<file path="src/rtl/mem_bus_arbiter.sv">
// Two-master data-bus arbiter: registered grant, fixed priority to master 0.
// Optional master-1 starvation guard is built when ARB_STARVE_GUARD_EN is defined.
module mem_bus_arbiter #(
    parameter int STARVE_LIMIT = 8,
    parameter int ADDR_W       = 32
) (
    input  logic              clk,
    input  logic              reset,
    input  logic              req0,
    input  logic              rd0,
    input  logic              wr0,
    input  logic [ADDR_W-1:0] addr0,
    input  logic [31:0]       wdata0,
    input  logic              req1,
    input  logic              rd1,
    input  logic              wr1,
    input  logic [ADDR_W-1:0] addr1,
    input  logic [31:0]       wdata1,
    output logic              ack0,
    output logic              ack1,
    output logic [31:0]       rdata0,
    output logic [31:0]       rdata1,
    output logic              stall0,
    output logic              bus_rd,
    output logic              bus_wr,
    output logic [ADDR_W-1:0] bus_addr,
    output logic [31:0]       bus_wdata,
    input  logic [31:0]       bus_rdata
);

    typedef enum logic [1:0] {
        IDLE = 2'b00,
        G0   = 2'b01,
        G1   = 2'b10
    } state_t;

    state_t state, state_nxt;
    logic   starve_hit;

    if (STARVE_LIMIT < 1 || STARVE_LIMIT > 255) begin : g_bad_limit
        $error("mem_bus_arbiter: STARVE_LIMIT must be in 1..255");
    end

`ifdef ARB_STARVE_GUARD_EN
    logic [7:0] wait1;

    // Counts cycles master 1 has been kept waiting; saturates rather than wrapping.
    always_ff @(posedge clk or posedge reset) begin
        if (reset) begin
            wait1 <= '0;
        end else if (state == G1 || !req1) begin
            wait1 <= '0;
        end else if (wait1 != 8'hFF) begin
            wait1 <= wait1 + 8'd1;
        end
    end

    assign starve_hit = (wait1 >= 8'(STARVE_LIMIT));
`else
    assign starve_hit = 1'b0;
`endif

    // NOTE: registered state uses non-blocking assignments so every flop samples pre-edge values.
    always_ff @(posedge clk or posedge reset) begin
        if (reset) begin
            state <= IDLE;
        end else begin
            state <= state_nxt;
        end
    end

    // NOTE: every combinational output gets a default first, so no path leaves it unassigned (no latch).
    always_comb begin
        state_nxt = IDLE;
        ack0      = 1'b0;
        ack1      = 1'b0;
        rdata0    = '0;
        rdata1    = '0;
        bus_rd    = 1'b0;
        bus_wr    = 1'b0;
        bus_addr  = '0;
        bus_wdata = '0;

        if (req0 && req1) begin
            state_nxt = starve_hit ? G1 : G0;
        end else if (req0) begin
            state_nxt = G0;
        end else if (req1) begin
            state_nxt = G1;
        end

        // Write wins when rd and wr are both set; req with no strobe is a null cycle.
        unique case (state)
            G0: begin
                ack0      = req0;
                rdata0    = bus_rdata;
                bus_addr  = addr0;
                bus_wdata = wdata0;
                bus_wr    = req0 & wr0;
                bus_rd    = req0 & rd0 & ~wr0;
            end
            G1: begin
                ack1      = req1;
                rdata1    = bus_rdata;
                bus_addr  = addr1;
                bus_wdata = wdata1;
                bus_wr    = req1 & wr1;
                bus_rd    = req1 & rd1 & ~wr1;
            end
            default: ;
        endcase
    end

    // Depends only on req0 and the registered state, never on req1.
    assign stall0 = req0 & ~((state == G0) & req0);

endmodule

</file>
<file path="config.mk">
export PLATFORM = sky130hd
export DESIGN_NAME = mem_bus_arbiter
export DESIGN_NICKNAME = d
export VERILOG_FILES = /design/src/rtl/mem_bus_arbiter.sv
export SDC_FILE = /design/constraint.sdc
export NUM_CORES = 1
export LEC_CHECK = 0
export CAP_MARGIN = 20
export CORE_AREA = 4 4 113 115
export DETAILED_ROUTE_END_ITERATION = 10
export DIE_AREA = 0 0 117 119
export PLACE_DENSITY_LB_ADDON = 0.2
export SYNTH_ARGS = -nofsm -noshare
export SYNTH_HDL_FRONTEND = slang
export SYNTH_SLANG_ARGS = --single-unit
</file>
<file path="constraint.sdc">
create_clock -name clk -period 1.3 [get_ports clk]
set_input_delay 0.195 -clock clk [delete_from_list [all_inputs] [get_ports clk]]
set_output_delay 0.195 -clock clk [all_outputs]
set_load 0.05 [all_outputs]
</file>
; ---- After elaboration in Yosys (flattened, before gate mapping)
; Cells that the tools add are included.
[word_totals]
ff_bits = 2
inputBits = 168
wordCells = 26
[op_classes]
n_eq_ne = 2
mux = 11
bitwise_logic = 11
n_reduce_logical = 1
[op_table]
columns = operator, n
row1 = $pmux W32 S2, 2
row2 = $mux W32, 2
row3 = $and A1 B1 Y1, 8
row4 = $mux W2, 3
row5 = $pmux W1 S2, 2
row6 = $not A1 Y1, 3
row7 = $eq A2 B1 Y1 const B, 1
row8 = $eq A2 B2 Y1 const B, 1
row9 = $mux W1, 2
row10 = $logic_and A1 B1 Y1, 1

; ---- Depth between registers and ports, before layout
; Gate-level depths: netlist of the first run.
[depth]
depth_word = 4
depth_mapped = 7

; ---- Worst setup path before layout of the first run
; Ideal clock, no wire load.
[synth_path]
path_kind = register to output
startpoint = register state[0]
endpoint = output bus_rd
arrival_time_ps = 1711
required_time_ps = 1105
path_slack_ps = -606
path_stages_with_launch = 7
cell_sequence = dfrtp_1 inv_1 ha_1 buf_6 buf_8 nand4b_1 a21oi_1
[synth_via]
elab_chain_cells = 2
elab_cells_between_ends = 3
classes_between = eq/ne (2) / mux (1)
[synth_rtl]
columns = item, line_no
row1 = start: declaration, 37  ; state_t state, state_nxt;
row2 = start signal: assignment, 68  ; state <= state_nxt;
row3 = $eq A2 B2 Y1 / $eq A2 B1 Y1 (equally long branches), 93  ; unique case (state)
row4 = $pmux W1 S2 (*), 93
row5 = end: declaration, 24  ; output logic bus_rd,
; Mark *: on every way between the ends. The rest lies on a longest branch, timed or not.

; ---- Worst setup path after layout of the first run
[layout_path]
startpoint = register state[0]
endpoint = output bus_addr[27]
[layout_via]
elab_chain_cells = 2
elab_cells_between_ends = 3
classes_between = eq/ne (2) / mux (1)
[layout_rtl]
columns = item, line_no
row1 = $eq A2 B2 Y1 / $eq A2 B1 Y1 (equally long branches), 93
row2 = $pmux W32 S2 (*), 93
row3 = end: declaration, 26  ; output logic [ADDR_W-1:0] bus_addr,
; Marks and branches as above.

==> results of run 1 <==
-- worst paths after layout --
path / start / to / slack (ns) / depth (start not counted)
min: reset / state[0] / 0.13 / 2
max: state[0] / bus_addr[27] / -0.52 / 7
max in group asynchronous: reset / state[1] / 1.06 / 2
min in group clk: req0 / state[0] / 0.63 / 2
-- through the flow --
stage               std cells  setup TNS (ns)    util  setup WS (ns)  total power [uW]
finish                    720          -59.35  0.6688        -0.5206              4025
global placement          686          -30.12  0.5926        -0.3067              3264
detailed placement        686          -33.79  0.5926        -0.3566              3290
CTS                       711          -63.47  0.6556        -0.5415              4001
floorplan                 240          -18.59       -        -0.2267              1630
global route              720          -66.45  0.6688        -0.5674              4179
-- cells by family after synthesis --
logic type	after synthesis
buf+inv	33
compound gates	66
flops	2
fa+ha+maj	3
simple gates	136
-- area by class of cell --
cell class	count	area, um2	area share
multi-input cells	205	2267	0.2870
well taps	147	183.9	0.02329
flip-flops and latches	2	50.05	0.006336
inverters	3	11.26	0.001426
clock buffers	3	75.07	0.009504
repair buffers	360	5311	0.6724
-- power breakdown --
group	internal, uW	switching (uW)	total [uW]
clock	392	75.3	467
combinational	1840	1650	3490
sequential	66.0	3.24	69.2
total	2300	1730	4020
-- layer usage --
layer,up-vias,share of wire,track usage
met5,-,0,0
met4,0,0.024,0.04516
met3,21,0.10,0.07368
met2,164,0.55,0.3382
met1,1471,0.33,0.1776
li1,1515,-,-
-- synth_stat cells --
master | number | area share
nor2_1 | 64 | 0.15
buf_4 | 3 | 0.014
nand3_1 | 1 | 0.0030
nand4b_1 | 2 | 0.011
a21oi_1 | 1 | 0.0030
buf_2 | 10 | 0.031
a22oi_2 | 28 | 0.21
dfrtp_1 | 2 | 0.031
a21oi_2 | 1 | 0.0053
inv_1 | 3 | 0.0069
clkbuf_1 | 9 | 0.021
buf_12 | 1 | 0.012
buf_6 | 6 | 0.041
nand3_2 | 1 | 0.0061
nor2b_1 | 2 | 0.0076
buf_8 | 1 | 0.0092
ha_1 | 3 | 0.023
a22oi_1 | 36 | 0.16
and2_1 | 66 | 0.25
-- worst max-delay path, cell delays in order (launching register included) --
cell and delay, ns:
dfrtp_1 0.39, buf_6 0.13, ha_4 0.18, buf_6 0.14, buf_16 0.14, a22oi_2 0.21, nor2_4 0.06, buf_12 0.15
-- timing repair --
item                       CTS  global route
setup endpoints to repair  133           133
gates resized for setup     75            17
buffers inserted            12             8
pin swaps                   44            52
gates cloned                10             5
==> metrics.yaml, run 1 <==
grt_max_degree: 30
crit_path_max_fanout: 7
fin_ws_ns: -0.5206
drc_errors: 0
fmax_mhz: 549.3
finalMaxSlewViolations: 0
end_kind: "output pin"
yosys.area_share.simple: 0.4256
cp_data_required_time_ns: 1.11
reg_top3: "state (2)"
first_pass_iters: 3
yosysWarnings: 0
vdd_drop_max_v: 0.0005065
syn-instance-count: 240
cts_root_buffer: "clkbuf_16"
synth_top_family_by_area: "simple AND/OR/NAND/NOR gates"
fp.dieW_um: 117
grt_pass1_vias: 3528
finalSetupViolations: 133
grt_pass1_wl_um: 19610
drive_above_1_share: 0.6963
critPathLaunchType: "flop"
slew_headroom: 0.8361
final_common_cell: "clkdlybuf4s50_1"
antenna_found_initial: 0
syn-num-nets: 411
synthMuxAreaShare: 0
synth-compound-area-share: 0.3867
yosysSeqAreaShare: 0.03051
layout.nets: 746
numCtsBuffers: 3
htree_levels: 1
num_vias: 3171
min_period_ns: 1.821
synth_area_um2: 1640
synth_xor_area_frac: 0
coreArea_um2: 11810
path_clk_slew_ns: 0.03
placementRows: 40
max_cap_violations: 0
hold_violations: 0
vias_per_cell: 4.404
synth_seq_cells: 2
syn_area_per_cell_um2: 6.835
diodes: 0
dieArea_um2: 13920
drt-initial-drc-count: 85
final_cell_mix: "167 x clkdlybuf4s50_1, 146 x buf_12, 66 x and2_4"
status: "finished, violations left"
post-dp-hpwl_um: 10420
cp_data_arrival_time_ns: 1.63
rsz0062_at_grt: "yes"
clkSinkCount: 2
area_growth_pct: 381.5
ctsHoldBuffers: 0
io_buffers: 300
cts_tree: "done"
critical_path_class: "flop to output pin"
wl_um: 13690
die_h_um: 119
period_share: 1.400
clockBufferDepth: 2
track_usage: 0.1794
wl_per_cell_um: 19.02
overflow: 0
placedInstanceArea_um2: 6999
regMostFlops: "state"
power_density_nw_per_um2: 509.5
hp-class: "primary input to async pin"
worstMarginPinSlew_ns: 0.2459
nFillCells: 870
yosys.area_share.adder: 0.02288
gp_congestion: 0.7882
io_pins: 301
violations: "setup timing"
largest_reg_flops: 2
final_cell_area_um2: 7899
initial_utilization: 0.1389
ant_nets: 0
holdWs_ns: 0.1311
leakage_uw: 0.002941
yosysUniqueCellTypes: 19
No activity file was read; power rests on OpenSTA's default activity.
==> run 2, diff against run 1 <==
--- a/config.mk
+++ b/config.mk
@@ -9,6 +9,7 @@
 export CORE_AREA = 4 4 113 115
 export DETAILED_ROUTE_END_ITERATION = 10
 export DIE_AREA = 0 0 117 119
+export GPL_ROUTABILITY_DRIVEN = 0
 export PLACE_DENSITY_LB_ADDON = 0.2
 export SYNTH_ARGS = -nofsm -noshare
 export SYNTH_HDL_FRONTEND = slang
==> results of run 2 <==
Same layout as run 1: the final DEF is identical, and so are final timing and power.
==> run 3, diff against run 2 <==
--- a/config.mk
+++ b/config.mk
@@ -6,9 +6,12 @@
 export NUM_CORES = 1
 export LEC_CHECK = 0
 export CAP_MARGIN = 20
-export CORE_AREA = 4 4 113 115
+export CELL_PAD_IN_SITES_DETAIL_PLACEMENT = 1
+export CELL_PAD_IN_SITES_GLOBAL_PLACEMENT = 1
+export CORE_ASPECT_RATIO = 1.4
+export CORE_MARGIN = 4
+export CORE_UTILIZATION = 10
 export DETAILED_ROUTE_END_ITERATION = 10
-export DIE_AREA = 0 0 117 119
 export GPL_ROUTABILITY_DRIVEN = 0
 export PLACE_DENSITY_LB_ADDON = 0.2
 export SYNTH_ARGS = -nofsm -noshare
==> run 3 against run 2 <==
  * The run still ends with setup timing left
  * Largest cell class unchanged
  * Utilization decreased by 19 points
  * Sequential share of layout area about the same
  * Worst setup slack improved by 0.0043 ns
  * Highest routed layer unchanged
==> metrics.yaml, run 3 (synthesized netlist as in run 1, its figures left out) <==
rsz0062_at_grt: "yes"  # unchanged
post-dp-hpwl_um: 11680  # was 10420 um
cp_data_arrival_time_ns: 1.62  # was 1.63 ns
slowest_delay_ns: 0.40  # was 0.39 ns
first_pass_iters: 4  # was 3
pre_cts_ws_ns: -0.3415  # was -0.3566 ns
overflow: 0  # unchanged
crit_buf_inv: 3  # was 4
end_kind: "output pin"  # unchanged
crit_family: "buffers and inverters"  # unchanged
track_usage: 0.1504  # was 0.1794
finalSetupViolations: 133  # unchanged
vdd_drop_max_v: 0.0003032  # was 0.0005065 V
max_cap_violations: 0  # unchanged
reg_top3: "state (2)"  # unchanged
leakage_uw: 0.002804  # was 0.002941 uW
fmax_mhz: 550.6  # was 549.3 MHz
final_cell_mix: "167 x clkdlybuf4s50_1, 145 x buf_12, 66 x and2_4"  # was 167 x clkdlybuf4s50_1, 146 x buf_12, 66 x and2_4
slew_headroom: 0.8409  # was 0.8361
wl_per_cell_um: 19.03  # was 19.02 um
path_clk_slew_ns: 0.03  # about the same
timing.setup.tns_ns: -60.06  # was -59.35 ns
wl_um: 14350  # was 13690 um
hold_violations: 0  # unchanged
final_core_util: 0.4754  # was 0.6688
clkSinkCount: 2  # unchanged
holdWs_ns: 0.1589  # was 0.1311 ns
cp_slowest_cell: "dfrtp_1"  # unchanged
drt-initial-drc-count: 79  # was 85
finalMaxSlewViolations: 0  # unchanged
period_share: 1.397  # was 1.400
num_vias: 3173  # was 3171
clockBufferDepth: 2  # unchanged
worstMarginPinSlew_ns: 0.2387  # was 0.2459 ns
grt_pass1_wl_um: 21590  # was 19610 um
io_buffers: 300  # unchanged
largest_reg_flops: 2  # unchanged
drc_errors: 0  # unchanged
layout.nets: 728  # was 746
critical_path_class: "flop to output pin"  # unchanged
grt_max_degree: 30  # unchanged
fin_ws_ns: -0.5164  # was -0.5206 ns
power_density_nw_per_um2: 511.9  # was 509.5 nW/um2
regMostFlops: "state"  # unchanged
antenna_found_initial: 0  # unchanged
cp_data_required_time_ns: 1.11  # about the same
critPathLaunchType: "flop"  # unchanged
drive_above_1_share: 0.6865  # was 0.6963
fp.dieW_um: 116.2  # was 117 um
diodes: 0  # unchanged
area_growth_pct: 368.7  # was 381.5%
cts_root_buffer: "clkbuf_16"  # unchanged
initial_utilization: 0.1014  # was 0.1389
crit_path_max_fanout: 29  # was 7
numCtsBuffers: 3  # unchanged
cp_common_cell: "buf_12"  # was buf_6
instances_no_fill: 754  # was 720
grt_pass1_vias: 3746  # was 3528
placementRows: 55  # was 40
htree_levels: 1  # unchanged
min_period_ns: 1.816  # was 1.821 ns
final_common_cell: "clkdlybuf4s50_1"  # unchanged
ant_nets: 0  # unchanged
ctsHoldBuffers: 0  # unchanged
dieArea_um2: 18550  # was 13920 um2
hp-class: "primary input to async pin"  # unchanged
coreArea_um2: 16170  # was 11810 um2
violations: "setup timing"  # unchanged
die_h_um: 159.5  # was 119 um
cts_tree: "done"  # unchanged
place_inst: 730  # was 686
vias_per_cell: 4.208  # was 4.404
cp_cell_sequence: "buf_4, ha_4, buf_12, a22oi_2, nor2_4, buf_12"  # was buf_6, ha_4, buf_6, buf_16, a22oi_2, nor2_4, buf_12
status: "finished, violations left"  # unchanged
io_pins: 301  # unchanged
[run 3: cell count changes in the layout (fill, tap and decap cells not counted), sizes merged]
cell,previous run,this run
buf,189,173
clkbuf,7,4
bufbuf,0,1
[run 3: area by class of cell]
type                       count  area (um2)
fill                        1684        8483
inverter                       3       11.26
sequential                     2       50.05
tap                          199       249.0
multi-input combinational    205        2267
timing repair buffer         342        5036
clock buffer                   3       75.07
[run 3: report_power, final]
part | switching (uW) | total, uW | internal (uW)
sequential | 3.84 | 69.8 | 66.0
combinational | 1630 | 3400 | 1770
clock | 70.8 | 462 | 391
total | 1710 | 3940 | 2230
[run 3: repair_timing]
action,in CTS,in global routing
resized for setup,53,12
buffers inserted,7,8
cloned,7,1
endpoints found under the setup margin,133,133
pin swaps,32,30
[run 3: through the flow]
step	total power, uW	instance area, um2
6_report	3936	7689
5_1_grt	4099	7689
4_1_cts	3933	7567
3_5_place_dp	3274	7004
3_3_place_gp	3239	7004
2_1_floorplan	1630	2417
[run 3: path summary, 6_finish.rpt]
kind	startpoint	end	slack [ns]	depth (start not counted)
setup / recovery	state[0]	bus_addr[13]	-0.52	6
max in group asynchronous	reset	state[1]	1.03	2
min in group clk	req0	state[1]	0.62	2
hold / removal	reset	state[0]	0.16	2
[run 3: layer usage]
layer | GRT usage | up-vias | routed length, um
li1 | - | 1464 | -
met1 | 0.1387 | 1523 | 4130
met2 | 0.2979 | 178 | 8407
met3 | 0.06198 | 8 | 1669
met4 | 0.02955 | 0 | 142
met5 | 0 | - | 0
